`src/rtl/ssp_talker_fifo.sv`:
```
// ssp_talker_fifo: full-duplex synchronous serial port with per-direction FIFOs.
// WIDTH-bit words are sent MSB-first behind a one-tick frame sync. Received
// frames land in an RX FIFO with a valid/ready handshake and a sticky overrun flag.
// Optional build macro SSP_LOOPBACK_EN adds a 'loopback' input that feeds the
// TX serial outputs back into the RX side internally.
`timescale 1ns/1ps
module ssp_talker_fifo #(
  parameter int unsigned WIDTH = 8,
  parameter int unsigned DEPTH = 4
) (
  input  logic             pclk,
  input  logic             clear,
  input  logic [WIDTH-1:0] txdata,
  input  logic             tx_valid,
  output logic             tx_ready,
  output logic [WIDTH-1:0] rxdata,
  output logic             rx_valid,
  input  logic             rx_ready,
  output logic             rx_overrun,
  input  logic             sspclkin,
  input  logic             sspfssin,
  input  logic             ssprxd,
`ifdef SSP_LOOPBACK_EN
  input  logic             loopback,
`endif
  output logic             sspclkout,
  output logic             sspfssout,
  output logic             ssptxd,
  output logic             sspoe_b,
  output logic             tx_busy
);

  localparam int unsigned AW = $clog2(DEPTH);
  localparam int unsigned CW = AW + 1;
  localparam int unsigned BW = $clog2(WIDTH);

  typedef enum logic [1:0] {TX_IDLE, TX_FSS, TX_DATA} tx_state_e;
  typedef enum logic {RX_HUNT, RX_RECV} rx_state_e;

  // Serial clock and TX engine
  logic             sclk_q, sclk_d;
  logic             tick;
  tx_state_e        tx_state_q, tx_state_d;
  logic [WIDTH-1:0] tx_shift_q, tx_shift_d;
  logic [BW-1:0]    tx_bitcnt_q, tx_bitcnt_d;
  logic             fss_q, fss_d;
  logic             txd_q, txd_d;
  logic             oe_b_q, oe_b_d;

  // TX FIFO
  logic [WIDTH-1:0] txf_mem_q [DEPTH];
  logic [AW-1:0]    txf_wr_q, txf_wr_d, txf_rd_q, txf_rd_d;
  logic [CW-1:0]    txf_cnt_q, txf_cnt_d;
  logic             tx_push, tx_pop;

  // RX engine
  logic             rx_clk_in, rx_fss_in, rx_dat_in;
  logic             rclk_q, rclk_d;
  logic             sample;
  rx_state_e        rx_state_q, rx_state_d;
  logic [WIDTH-2:0] rx_shift_q, rx_shift_d;
  logic [BW-1:0]    rx_cnt_q, rx_cnt_d;
  logic [WIDTH-1:0] rx_word;
  logic             rx_push;

  // RX FIFO
  logic [WIDTH-1:0] rxf_mem_q [DEPTH];
  logic [AW-1:0]    rxf_wr_q, rxf_wr_d, rxf_rd_q, rxf_rd_d;
  logic [CW-1:0]    rxf_cnt_q, rxf_cnt_d;
  logic             rxf_full, rx_pop, rx_wr;
  logic [WIDTH-1:0] rxdata_q, rxdata_d;
  logic             ovr_q, ovr_d;

  // TX FIFO bookkeeping and TX frame FSM; FSM only advances on sspclkout 0->1
  always_comb begin
    sclk_d      = ~sclk_q;
    tick        = ~sclk_q;
    tx_ready    = (txf_cnt_q != CW'(DEPTH));
    tx_push     = tx_valid & tx_ready;
    tx_pop      = 1'b0;
    tx_state_d  = tx_state_q;
    tx_shift_d  = tx_shift_q;
    tx_bitcnt_d = tx_bitcnt_q;
    fss_d       = fss_q;
    txd_d       = txd_q;
    oe_b_d      = oe_b_q;
    if (tick) begin
      case (tx_state_q)
        TX_IDLE: begin
          if (txf_cnt_q != '0) begin
            tx_pop     = 1'b1;
            tx_shift_d = txf_mem_q[txf_rd_q];
            fss_d      = 1'b1;
            tx_state_d = TX_FSS;
          end
        end
        TX_FSS: begin
          fss_d       = 1'b0;
          txd_d       = tx_shift_q[WIDTH-1];
          oe_b_d      = 1'b0;
          tx_bitcnt_d = BW'(WIDTH - 1);
          tx_state_d  = TX_DATA;
        end
        TX_DATA: begin
          if (tx_bitcnt_q == '0) begin
            oe_b_d     = 1'b1;
            txd_d      = 1'b0;
            tx_state_d = TX_IDLE;
            // The idle check is folded into the end-of-frame tick so queued
            // frames follow with no gap.
            if (txf_cnt_q != '0) begin
              tx_pop     = 1'b1;
              tx_shift_d = txf_mem_q[txf_rd_q];
              fss_d      = 1'b1;
              tx_state_d = TX_FSS;
            end
          end else begin
            tx_shift_d  = {tx_shift_q[WIDTH-2:0], 1'b0};
            txd_d       = tx_shift_q[WIDTH-2];
            tx_bitcnt_d = tx_bitcnt_q - BW'(1);
          end
        end
        default: tx_state_d = TX_IDLE;
      endcase
    end
    txf_wr_d  = tx_push ? txf_wr_q + AW'(1) : txf_wr_q;
    txf_rd_d  = tx_pop  ? txf_rd_q + AW'(1) : txf_rd_q;
    txf_cnt_d = txf_cnt_q + CW'(tx_push) - CW'(tx_pop);
  end

  // RX sampling on registered-clock falling edge, word assembly and RX FIFO
  always_comb begin
    rx_clk_in = sspclkin;
    rx_fss_in = sspfssin;
    rx_dat_in = ssprxd;
`ifdef SSP_LOOPBACK_EN
    if (loopback) begin
      rx_clk_in = sclk_q;
      rx_fss_in = fss_q;
      rx_dat_in = txd_q;
    end
`endif
    rclk_d     = rx_clk_in;
    sample     = rclk_q & ~rx_clk_in;
    rx_word    = {rx_shift_q, rx_dat_in};
    rx_push    = 1'b0;
    rx_state_d = rx_state_q;
    rx_shift_d = rx_shift_q;
    rx_cnt_d   = rx_cnt_q;
    if (sample) begin
      case (rx_state_q)
        RX_HUNT: begin
          if (rx_fss_in) begin
            rx_state_d = RX_RECV;
            rx_cnt_d   = '0;
          end
        end
        RX_RECV: begin
          if (rx_fss_in && (rx_cnt_q != BW'(WIDTH - 1))) begin
            rx_cnt_d = '0;
          end else begin
            rx_shift_d = rx_word[WIDTH-2:0];
            if (rx_cnt_q == BW'(WIDTH - 1)) begin
              rx_push    = 1'b1;
              rx_cnt_d   = '0;
              rx_state_d = RX_HUNT;
            end else begin
              rx_cnt_d = rx_cnt_q + BW'(1);
            end
          end
        end
        default: rx_state_d = RX_HUNT;
      endcase
    end

    rx_valid  = (rxf_cnt_q != '0);
    rx_pop    = rx_valid & rx_ready;
    rxf_full  = (rxf_cnt_q == CW'(DEPTH));
    rx_wr     = rx_push & (~rxf_full | rx_pop);
    ovr_d     = ovr_q | (rx_push & rxf_full & ~rx_pop);
    rxf_wr_d  = rx_wr  ? rxf_wr_q + AW'(1) : rxf_wr_q;
    rxf_rd_d  = rx_pop ? rxf_rd_q + AW'(1) : rxf_rd_q;
    rxf_cnt_d = rxf_cnt_q + CW'(rx_wr) - CW'(rx_pop);
    // rxdata is the registered head; a word landing in an otherwise empty
    // FIFO bypasses the memory so it appears together with rx_valid.
    rxdata_d  = rxdata_q;
    if (rxf_cnt_d != '0) begin
      if (rx_wr && (rxf_wr_q == rxf_rd_d)) rxdata_d = rx_word;
      else                                 rxdata_d = rxf_mem_q[rxf_rd_d];
    end
  end

  // State registers with synchronous clear
  always_ff @(posedge pclk) begin
    if (clear) begin
      sclk_q      <= 1'b0;
      tx_state_q  <= TX_IDLE;
      tx_shift_q  <= '0;
      tx_bitcnt_q <= '0;
      fss_q       <= 1'b0;
      txd_q       <= 1'b0;
      oe_b_q      <= 1'b1;
      txf_wr_q    <= '0;
      txf_rd_q    <= '0;
      txf_cnt_q   <= '0;
      rclk_q      <= 1'b0;
      rx_state_q  <= RX_HUNT;
      rx_shift_q  <= '0;
      rx_cnt_q    <= '0;
      rxf_wr_q    <= '0;
      rxf_rd_q    <= '0;
      rxf_cnt_q   <= '0;
      rxdata_q    <= '0;
      ovr_q       <= 1'b0;
    end else begin
      sclk_q      <= sclk_d;
      tx_state_q  <= tx_state_d;
      tx_shift_q  <= tx_shift_d;
      tx_bitcnt_q <= tx_bitcnt_d;
      fss_q       <= fss_d;
      txd_q       <= txd_d;
      oe_b_q      <= oe_b_d;
      txf_wr_q    <= txf_wr_d;
      txf_rd_q    <= txf_rd_d;
      txf_cnt_q   <= txf_cnt_d;
      rclk_q      <= rclk_d;
      rx_state_q  <= rx_state_d;
      rx_shift_q  <= rx_shift_d;
      rx_cnt_q    <= rx_cnt_d;
      rxf_wr_q    <= rxf_wr_d;
      rxf_rd_q    <= rxf_rd_d;
      rxf_cnt_q   <= rxf_cnt_d;
      rxdata_q    <= rxdata_d;
      ovr_q       <= ovr_d;
    end
  end

  // FIFO storage; contents need no reset since the pointers are flushed
  always_ff @(posedge pclk) begin
    if (!clear && tx_push) txf_mem_q[txf_wr_q] <= txdata;
    if (!clear && rx_wr)   rxf_mem_q[rxf_wr_q] <= rx_word;
  end

  assign sspclkout  = sclk_q;
  assign sspfssout  = fss_q;
  assign ssptxd     = txd_q;
  assign tx_busy    = (tx_state_q != TX_IDLE);
  assign rxdata     = rxdata_q;
  assign rx_overrun = ovr_q;
`ifdef SSP_LOOPBACK_EN
  assign sspoe_b    = oe_b_q | loopback;
`else
  assign sspoe_b    = oe_b_q;
`endif

endmodule
```
`config.mk`:
```
export PLATFORM = sky130hd
export DESIGN_NAME = ssp_talker_fifo
export DESIGN_NICKNAME = d
export VERILOG_FILES = /design/src/rtl/ssp_talker_fifo.sv
export SDC_FILE = /design/constraint.sdc
export NUM_CORES = 1
export LEC_CHECK = 0
export CORE_ASPECT_RATIO = 1.25
export CORE_MARGIN = 1.5
export CORE_UTILIZATION = 60
export CTS_BUF_LIST = sky130_fd_sc_hd__clkbuf_4 sky130_fd_sc_hd__clkbuf_8
export DETAILED_ROUTE_END_ITERATION = 10
export GPL_TIMING_DRIVEN = 0
export HOLD_SLACK_MARGIN = 0.05
export PLACE_DENSITY = 0.8
export SYNTH_ARGS = -nofsm -noshare
export SYNTH_HDL_FRONTEND = slang
export SYNTH_SLANG_ARGS = --single-unit
```
`constraint.sdc`:
```
create_clock -name pclk -period 11.2 [get_ports pclk]
set_clock_uncertainty 0.2 [all_clocks]
set_input_delay 2.24 -clock pclk [delete_from_list [all_inputs] [get_ports pclk]]
set_output_delay 2.24 -clock pclk [all_outputs]
set_load 0.005 [all_outputs]
```
# After elaboration in Yosys (flattened, before gate mapping)
# Memory sizes are Yosys's and may differ from the RTL's. A register that Yosys moved wholly into a read port is not among the register bits.
# Index checks and enable logic that the tools add are counted.
# totals
regBits	44
memories	2
input_bits	15
mem_bits_rw	64
wordCells	114
# memory_table
name	words	word_bits	read_ports	rd_clocked_by_memory_dff	wr	line_no	text
rxf_mem_q	4	8	1	1	1	67	logic [WIDTH-1:0] rxf_mem_q [DEPTH];
txf_mem_q	4	8	1	1	1	51	logic [WIDTH-1:0] txf_mem_q [DEPTH];
# classes
eq_ne	10
reduce_logical	21
bitwise	14
add_sub_neg	10
mux	39
# ops
op	count
$mux 1	19
$mux 8	2
$pmux 8 s2	1
$reduce_and 3->1	5
$mux 3	4
$pmux 3 s2	2
$reduce_bool 3->1	4
$mux 2	5
$add 2x1->2 const B	4
$ne 2x2->1 const B	4
$pmux 1 s2	4
$add 3x1->3	2
$and 1x1->1	6
$eq 3x3->1 const B	2
$ne 3x3->1 const B	2
$not 1->1	6
$pmux 2 s3	1
$reduce_and 2->1	3
$reduce_bool 2->1	3
$sub 3x1->3	2
$add 3x1->3 const B	1
$logic_and 1x1->1	3
$logic_not 3->1	1
$pmux 1 s3	1
other kinds (6)	7

# Longest topological paths before layout
# logic_depth
ltp_word	9
mapped_depth	14
depth_no_buf	12

# Least setup slack after synthesis
# OpenSTA, ideal clock, no wires.
# synth_path
path_kind	in2reg
start	input sspclkin
end	register rxdata_q[3], in the netlist rxdata[3], read port of rxf_mem_q
setup_ns	0.075
n_path_buf	2
required_ns	10.925
stages	12
path_slack_ns	6.111
t_arrival_ns	4.814
cell_sequence	nand3b_1 > or4b_1 > buf_2 > ha_1 > inv_1 > ha_1 > fa_1 > xnor2_1 > or3_1 > nand2b_1 > buf_1 > o22ai_1
# synth_between
elab_chain_cells	7
# synth_rtl
element	line_no	text
from (decl)	20	input logic sspclkin,
$not 1->1	144	sample = rclk_q & ~rx_clk_in;
$and 1x1->1	144	
$mux 1	150	if (sample) begin
$and 1x1->1	179	rx_wr = rx_push & (~rxf_full | rx_pop);
$add 3x1->3	183	rxf_cnt_d = rxf_cnt_q + CW'(rx_wr) - CW'(rx_pop);
$sub 3x1->3	183	
$reduce_bool 3->1	187	if (rxf_cnt_d != '0) begin
to (decl)	71	logic [WIDTH-1:0] rxdata_q, rxdata_d;
# Every way passes these cells.
# A chain may end at the register's enable or synchronous reset.

# Worst setup path after layout
# layout_path
start	input rx_ready
end	register rxdata_q[6], in the netlist rxdata[6], read port of rxf_mem_q
# layout_between
elab_chain_cells	6
elab_cells_between_ends	7
# layout_rtl
element	line_no	text
from (decl)	18	input logic rx_ready,
$and 1x1->1 *	177	rx_pop = rx_valid & rx_ready;
$or 1x1->1	179	
$and 1x1->1	179	
$add 3x1->3	183	
$sub 3x1->3 *	183	
net rxf_cnt_d[1]	69	logic [CW-1:0] rxf_cnt_q, rxf_cnt_d;
$reduce_bool 3->1 *	187	
# Mark *: on every way through the listed nets, which the timed path passes. The rest lies on a longest branch.

==> results summary <==
The number of antenna violations at the first check in global routing was 0. TritonCTS built the clock tree. For the pin with the worst max-slew slack, the measured transition is 0.921 ns. The die covers 9310 µm². Setup repair after global routing left no endpoint under its margin. The core region is 8380 µm². The total of cells resized after clock tree synthesis came out at 0.

The global-route congestion overflow total is 0. The sequential area share after synthesis is 0.573. The largest single stage delay on the critical path is 0.58 ns.

The placed instances occupy a cell area of 5690 µm². The number of DRC markers in iteration 0 is 192. The average cell area after synthesis is 12.4 µm².

The clock latency reported for the late side of the worst-skew pair is 0.43 ns. The count of non-filler cells in the finished layout is 601. The worst setup path is captured at a flip-flop. The Yosys step of the flow raised 0 warnings. The count of antenna diodes in the layout came out at 0. The top-level I/O count is 31. Once placement completed, the tool counted placed cells totaling 569.

The worst path arrival time came out at 5.74 ns. STA classifies the critical path startpoint as a primary input. The final critical-path share of the clock period is 0.500. The post-DP HPWL came out at 7.51 mm. The number of CTS-inserted buffers came out at 17. The flow ran to the end, and the final reports show no timing, DRC or antenna violations. By instance count, the cell type seen most on the critical path is ha_1. The average detailed-routed wire length per instance came out at 18.0 µm.

After synthesis, the netlist uses 45 different library cells. The number of buffers added on ports came out at 30. The multi-input combinational cell area came out at 2060 µm².

In the final design database the tool counted 510 nets. The post-detailed-route DRC marker count came out at 0. Entering global routing, the biggest net connects 17 pins. The fraction of registers with async set or reset after synthesis came out at 0. The cell count of the worst reg-to-reg path is 12. The number of setup buffers added after CTS came out at 0. The count of mapped cells out of synthesis is 422. For this run, the top clock speed supported by timing is 179 MHz. For this block, the routed nets add up to 10.8 mm of wire. The final instance area came out at 6060 µm².

In the layout the commonest cells are edfxtp_1 (64), dfxtp_1 (54), nor2_1 (50). The routed layout has 3470 vias. The final max-slew violation count is 0.

The top flip-flop cell by instance count after synthesis is edfxtp_1. The number of endpoints with negative hold slack in the final report is 0. Total power for the finished layout comes to 1350 µW. Of all nets on the critical path, the largest fanout is 10. Once detail routing completed, the nets flagged for antenna violations numbered 0. The largest individual stage delay along the critical path comes from the cell clkdlybuf4s50_1. The standard-cell row count is 37. The number of setup violations in the final report is 0. The required time of the critical path came out at 11.34 ns. The number of levels the H-tree was split into came out at 4. The worst pin sits at a relative slew slack of 0.383.

The worst setup path category is in2reg. The proportion of layout cells with a drive suffix above 1 is 0.130. The first-pass GRT wire length came out at 17.4 mm. The combined global-route utilization of all metal layers is 0.257.

The initial core utilization came out at 0.626. No sink is reached through more buffers than the 2 on the longest clock path. After clock tree synthesis, the flow added hold-fix buffers numbering 0. Leaving out fill and tap cells, the most frequent cell in the layout is edfxtp_1. The post-synthesis net count is 461. The accumulated negative setup slack is 0 ns.

The global placer's final weighted congestion is 0.829. In this run, synthesis inferred 64 flip-flops with an integrated enable. The register cell area after layout came out at 3000 µm². Walking the worst path, the cells encountered are clkdlybuf4s50_1 -> o31ai_2 -> inv_2 -> clkbuf_1 -> ha_1 -> inv_1 -> ha_1 -> fa_1 -> or3_1 -> nand2b_1 -> buf_1 -> o32ai_1. The die is 108 µm tall.

The post-synth design cell area came out at 5240 µm². In this run the clock root is driven by a clkbuf_8. The number of cells on the worst hold path is 2. The per-cell via count in the routed design is 5.77. The number of filler instances in the final layout came out at 597. The first-pass iteration count of the detailed router came out at 4.

The tool flagged a number of max-cap violations equal to 0. The number of sinks on the clock net is 118. The number of global-route vias before repair is 3620. The maximum vdd drop is 161 µV.

The floorplan step set the die width to 86.6 µm. Synthesis inferred 118 register bits. The clock period could shrink to 5.60 ns.

The power density relative to cell area is 222 nW/µm². Final hold analysis gives a worst-case slack of 0.259 ns. The path class of the tightest hold or removal check is reg2reg. The leakage power figure is 0.00218 µW. The clock transition at the register clock pins on the worst setup and hold paths after CTS is 0.07 ns. The synthesis-to-finish area growth is 15.6%.
==> final cells by class <==
| class | count | area share |
|---|---|---|
| flip-flops and latches | 118 | 0.495 |
| clock inverters | 9 | 0.0130 |
| clock buffers | 23 | 0.0481 |
| repair buffers | 30 | 0.0495 |
| multi-input cells | 258 | 0.340 |
| plain buffers | 19 | 0.0130 |
| inverters | 27 | 0.0167 |
| well taps | 117 | 0.0242 |
==> critical path: cells and delay by family <==
kind / cells / cell delay [ns]
simple gates: 2 / 0.56
compound gates: 2 / 0.39
buf+inv: 5 / 1.59
fa+ha+maj: 3 / 0.94
==> synth_stat cells, types with 8 or more instances <==
master	n	share of area
ha_1	22	0.052
inv_1	26	0.019
o221a_2	8	0.017
clkbuf_1	11	0.0079
nor3_1	10	0.0095
mux4_2	9	0.039
nor2b_1	19	0.023
nor2_1	50	0.036
nand3b_1	11	0.016
edfxtp_1	64	0.37
mux2i_1	22	0.042
and2_1	9	0.011
xnor2_1	10	0.017
nand2_1	9	0.0064
dfxtp_1	54	0.21
a211oi_1	18	0.026
==> report_power, final <==
| group | total, µW | switching (µW) | internal, µW |
|---|---|---|---|
| registers | 556 | 39.9 | 516 |
| logic | 432 | 230 | 202 |
| clock network | 358 | 163 | 194 |
==> routing by layer <==
layer  vias to the layer above  GRT usage  wire (µm)
li1                       1644          -          -
met1                      1707      0.271       4230
met2                       106      0.474       5950
met3                        13     0.0660        491
met4                         0      0.111        175
met5                         -          0          0
==> registers in the layout, summed over array words and instances, names as in the netlist, 2 cells and up, named ones only <==
register	count
tx_shift_q	8
rxf_cnt_q	3
txf_mem_q	32
rxf_rd_q	2
tx_state_q	2
rx_cnt_q	3
txf_cnt_q	3
rxdata	8
rx_shift_q	7
rxf_wr_q	2
txf_rd_q	2
tx_bitcnt_q	3
rxf_mem_q	32
txf_wr_q	2
==> worst paths after layout <==
path,startpoint,end,slack (ns)
setup / recovery,rx_ready,rxdata[6],5.60
hold / removal,rxdata[7],rxdata[7],0.26
setup reg to reg,rxf_cnt_q[2],rxdata[6],7.21
hold reg to reg,rxdata[7],rxdata[7],0.26
==> through the flow <==
step | util | setup WS [ns]
after CTS | 0.723 | 5.67
after detailed placement | 0.679 | 5.23
after floorplan | - | 6.11
after global routing | 0.723 | 5.43
final | 0.723 | 5.60
after global placement | 0.679 | 5.26
==> logic make-up after synthesis <==
logic type / Yosys count / synth area share
XOR/XNOR: 13 / 0.0243
buffers and inverters: 46 / 0.0344
adder cells (fa/ha/maj): 24 / 0.0601
AND/OR/NAND/NOR: 122 / 0.122
AO/OA/AOI/OAI: 61 / 0.0911
multiplexers: 38 / 0.0957
flip-flops: 118 / 0.573
(Power assumes the default switching activity.)
